### config.mk
export PLATFORM = sky130hd
export DESIGN_NAME = aes_ecb_dec
export DESIGN_NICKNAME = d
export VERILOG_FILES = /design/src/rtl/aes_ecb_dec.sv
export SDC_FILE = /design/constraint.sdc
export NUM_CORES = 2
export LEC_CHECK = 0
export ABC_CLOCK_PERIOD_IN_PS = 1700
export CORE_MARGIN = 4
export CORE_UTILIZATION = 40
export CTS_CLUSTER_SIZE = 28
export DETAILED_ROUTE_END_ITERATION = 12
export GPL_TIMING_DRIVEN = 0
export PLACE_DENSITY_LB_ADDON = 0.05
export SYNTH_ARGS = -nofsm -noshare
export SYNTH_HDL_FRONTEND = slang
export SYNTH_SLANG_ARGS = --single-unit
### constraint.sdc
create_clock -name clk -period 1.7 [get_ports clk]
set_input_delay 0.34 -clock clk [delete_from_list [all_inputs] [get_ports clk]]
set_output_delay 0.34 -clock clk [all_outputs]
set_load 0.01 [all_outputs]
### src/rtl/aes_ecb_dec.sv
// aes_ecb_dec: inverse-XOR decrypt stage with global-stall pipeline and framing check (AES_DEC_FRAME_CHECK_EN)
module aes_ecb_dec #(
  parameter int NUM_STAGES = 10,
  parameter int CNT_W      = 16,
  parameter int DATA_W     = 128,
  parameter int EMPTY_W    = 4
) (
  input  logic               clk,
  input  logic               rst_n,
  input  logic [DATA_W-1:0]  data_in_data,
  input  logic               data_in_valid,
  output logic               data_in_ready,
  input  logic               data_in_sop,
  input  logic               data_in_eop,
  input  logic [EMPTY_W-1:0] data_in_empty,
  output logic [DATA_W-1:0]  data_out_data,
  output logic               data_out_valid,
  input  logic               data_out_ready,
  output logic               data_out_sop,
  output logic               data_out_eop,
  output logic [EMPTY_W-1:0] data_out_empty,
  input  logic               clr_err,
  output logic [CNT_W-1:0]   pkt_cnt,
  output logic               err_orphan,
  output logic               err_sop,
  output logic               err_sticky
);
  logic [NUM_STAGES-1:0]              st_vld, st_sop, st_eop;
  logic [NUM_STAGES-1:0][DATA_W-1:0]  st_dat;
  logic [NUM_STAGES-1:0][EMPTY_W-1:0] st_emp;
  logic adv, accept, drop;
  assign adv            = ~st_vld[NUM_STAGES-1] | data_out_ready;
  assign data_in_ready  = adv;
  assign accept         = data_in_valid & adv;
  assign data_out_valid = st_vld[NUM_STAGES-1];
  assign data_out_data  = st_dat[NUM_STAGES-1];
  assign data_out_sop   = st_sop[NUM_STAGES-1];
  assign data_out_eop   = st_eop[NUM_STAGES-1];
  assign data_out_empty = st_emp[NUM_STAGES-1];
  // whole pipeline shifts together on adv, otherwise every stage holds
  always_ff @(posedge clk or negedge rst_n)
    if (!rst_n) begin
      st_vld <= '0;
      st_sop <= '0;
      st_eop <= '0;
      st_dat <= '0;
      st_emp <= '0;
    end else if (adv) begin
      for (int i = NUM_STAGES - 1; i > 0; i--) begin
        st_vld[i] <= st_vld[i-1];
        st_sop[i] <= st_sop[i-1];
        st_eop[i] <= st_eop[i-1];
        st_dat[i] <= st_dat[i-1];
        st_emp[i] <= st_emp[i-1];
      end
      st_vld[0] <= accept & ~drop;
      st_sop[0] <= data_in_sop;
      st_eop[0] <= data_in_eop;
      st_dat[0] <= ~data_in_data;
      st_emp[0] <= data_in_empty;
    end
  // count delivered packet ends, wrapping naturally
  always_ff @(posedge clk or negedge rst_n)
    if (!rst_n) pkt_cnt <= '0;
    else if (data_out_valid & data_out_ready & data_out_eop) pkt_cnt <= pkt_cnt + 1'b1;
`ifdef AES_DEC_FRAME_CHECK_EN
  typedef enum logic {IDLE, PKT} state_t;
  state_t state, state_nxt;
  logic orphan_nxt, sop_err_nxt;
  // framing state register
  always_ff @(posedge clk or negedge rst_n)
    if (!rst_n) state <= IDLE;
    else state <= state_nxt;
  // framing decisions on each accepted beat; orphans are swallowed
  always_comb begin
    state_nxt   = state;
    drop        = 1'b0;
    orphan_nxt  = 1'b0;
    sop_err_nxt = 1'b0;
    if (accept) begin
      if (state == IDLE && !data_in_sop) begin
        drop       = 1'b1;
        orphan_nxt = 1'b1;
      end else begin
        sop_err_nxt = (state == PKT) & data_in_sop;
        state_nxt   = data_in_eop ? IDLE : PKT;
      end
    end
  end
  // error pulses one cycle after accept; sticky set has priority over clear
  always_ff @(posedge clk or negedge rst_n)
    if (!rst_n) begin
      err_orphan <= 1'b0;
      err_sop    <= 1'b0;
      err_sticky <= 1'b0;
    end else begin
      err_orphan <= orphan_nxt;
      err_sop    <= sop_err_nxt;
      err_sticky <= orphan_nxt | sop_err_nxt | (err_sticky & ~clr_err);
    end
`else
  logic unused_clr;
  assign unused_clr = clr_err;
  assign drop       = 1'b0;
  assign err_orphan = 1'b0;
  assign err_sop    = 1'b0;
  assign err_sticky = 1'b0;
`endif
endmodule

==> qor.txt <==
Syn Std Cell Area -> 52200 sq um
largest net degree at the start of global routing -> 170
worst r2r dst -> st_dat[140]$_DFFE_PN0P_
gr usage total -> 18.3%
Synth top cells by count -> nand2_1 (3668), dfrtp_1 (1366), buf_2 (187), buf_4 (161), nor2_1 (131)
crit-path max FO -> 2
MaxCap Viol Count -> 0
top post-synthesis cells by area -> dfrtp_1 (66%), nand2_1 (26%), buf_4 (2.3%)
PwrDens -> 1920 nW/um^2
Primary FF master, synth -> dfrtp_1
# IOs -> 294
Post-Synthesis Cells -> 5771
pre-CTS setup slack -> -1.05 ns
row cnt -> 132
wire per inst -> 15.1 um
worst-margin pin slew -> 1.04 ns
Hold/Removal Path Class -> in2async
area of the core -> 129000 sq um
maximum vdd drop -> 926 uV
Avg Inst Size Synth -> 9.04 sq um
count of final max-slew check failures -> 0
Synth top area share -> 65.5%
vias in the first global route -> 36400
grt ovf -> 0
R2R setup slack -> -0.06 ns
total clock sinks -> 1366
H-tree levels -> 4
cell area after placement -> 57500 sq um
Root Driver -> clkbuf_16
Post-synth ARST share -> 100%
worst r2r src -> st_vld[9]$_DFFE_PN0P_
Hold Fails Final Rpt -> 170
CP arrival -> 1.81 ns
failing checks -> hold timing, setup timing
DRT Pass-1 Iters -> 5
Pwr Total -> 122 mW
initial antenna violation count -> 11
top-count cell post-synth -> nand2_1
crit-path max cell delay -> 0.37 ns
post-layout min period -> 2.15 ns
Worst Setup EP -> data_in_ready
# port buffers -> 289
final net count -> 6362
layout cells sized above 1 -> 13.4%
DP Wirelength -> 85500 um
Max-slew headroom -> 30.5%
Synth cell types -> 28
WS Path Type -> reg2out
Synth-to-Final Area Change -> 22.0%
Worst setup SP type -> register
post-route ant nets -> 0
CTS tree -> built
synthesis-stage register bit count -> 1366
period utilization -> 126%
setup ws final -> -0.450 ns
Setup violations, final -> 216
fin util -> 49.2%
crit path from -> st_vld[9]$_DFFE_PN0P_
GPL Wtd Cong -> 0.760
die span in x -> 369 um
vias post-DR -> 34800
clock slew at reported path FFs -> 0.06 ns
initial core utilization -> 40.3%
drt drc -> 0
Design Area, Final -> 63700 sq um
status -> complete, but fails checks
detailed-route wire length -> 122000 um
first-pass GRT wire length -> 199000 um
FMAX -> 465 MHz
Max Buffers Root-to-Sink -> 3
area leader, netlist -> dfrtp_1
Initial DRC Count -> 1860
DR vias/cell -> 4.31
warnings from Yosys -> 0
RSZ-0062 raised after global routing -> yes
die height -> 369 um
clock latency on the worst-skew pair -> 0.76 ns
cts bufs inserted -> 151
Final Skew -> 0.0152 ns
TNS Setup -> -4.80 ns
worst hold-check slack -> -0.527 ns
Die Area -> 136000 sq um
slowest CP cell -> dfrtp_1
Pleak -> 34.1 nW
crit end category -> output port
sequential area share after synthesis -> 65.5%
EDFF count, synth -> 0
Worst Path Required -> 1.36 ns
CP Cell Sequence -> nor2b_4 -> buf_8 -> inv_6 -> buf_12 -> buf_16 -> buf_6
Reg2Reg Depth -> 9
[metal layers]
layer / share of wire [%] / vias to the layer above / GRT usage (%)
met3: 4.3 / 178 / 3.71
met1: 51 / 15900 / 27.2
met5: 0.039 / - / 0
li1: - / 18300 / -
met2: 43 / 435 / 27.4
met4: 2.1 / 8 / 4.90
[what timing repair did]
item,in CTS,in global routing
resized for setup,1041,117
endpoints found under the hold margin,182,93
gates cloned,2,3
buffers inserted,79,23
endpoints found under the setup margin,1515,1690
pin swaps,0,1
[flip-flops by register name (all words and copies together) (netlist names)]
signal / cells
data_out_empty: 4
st_eop: 10
st_sop: 10
st_emp: 36
pkt_cnt: 16
st_dat: 1152
st_vld: 10
data_out_data: 128
[placed cells by master, fill, tap and decap left out, types with 9 or more instances in the layout]
cell type        Yosys  layout
clkinv_2             0      22
clkbuf_1            50      34
a21oi_2             10      10
clkbuf_16            0     164
bufinv_16            0      12
clkbuf_4             0      44
buf_12               0      10
buf_16               0      11
nand2_1           3668    3667
dfrtp_1           1366    1365
nor2_1             131     131
buf_4              161     222
buf_2              187      85
a21oi_1            118     118
buf_6               36     198
clkbuf_8             0      33
clkbuf_2             0      12
clkdlybuf4s50_1      0     136
buf_8                0       9
[logic make-up after synthesis]
kind of cell | Yosys count | synth area share, %
AOI/OAI and AO/OA | 128 | 1.30
xor gates and xnor gates | 15 | 0.252
adders and majority gates | 1 | 0.0240
buffers and inverters | 440 | 5.29
DFF | 1366 | 65.5
muxes | 1 | 0.0216
other | 1 | 0.00719
and+or+nand+nor | 3819 | 27.6
[worst min-delay path by stage]
| stage | to | slack [ns] | from |
|---|---|---|---|
| finish | st_emp[32]$_DFFE_PN0P_ | -0.53 | rst_n |
| CTS | st_emp[32]$_DFFE_PN0P_ | -0.56 | rst_n |
| global placement | st_dat[180]$_DFFE_PN0P_ | 0.45 | st_dat[180]$_DFFE_PN0P_ |
| global route | data_out_empty[0]$_DFFE_PN0P_ | -0.52 | rst_n |
| floorplan | data_out_data[0]$_DFFE_PN0P_ | 0.04 | rst_n |
| detailed placement | st_emp[32]$_DFFE_PN0P_ | 0.28 | rst_n |
[critical path: cells and delay by family, from the launching register on]
kind | cells | cell delay, ns
buffers and inverters | 5 | 0.52
DFF | 1 | 0.37
and+or+nand+nor | 1 | 0.16
[stage by stage]
stage,cells,hold slack (ns)
floorplan,5773,0.0444
global placement,7804,0.448
detailed placement,7813,0.284
CTS,8098,-0.556
global route,8077,-0.518
finish,8082,-0.527
[area by class of cell]
type                       instances  area (sq um)
clock inverter                    38           500
timing repair buffer             403          4140
clock buffer                     228          4610
fill                           12800         65800
buffer                           329          2710
tap                             1742          2180
antenna                            5          12.5
sequential                      1366         34200
multi-input combinational       3967         15300
inverter                           4          20.0
[power breakdown]
part	leakage [nW]	total [mW]	switching, mW	internal (mW)
logic	14.8	32.8	18.1	14.7
registers	16.8	56.0	8.88	47.1
clock network	2.52	33.2	12.8	20.4
Note: power is estimated with default switching activity, not from simulation.
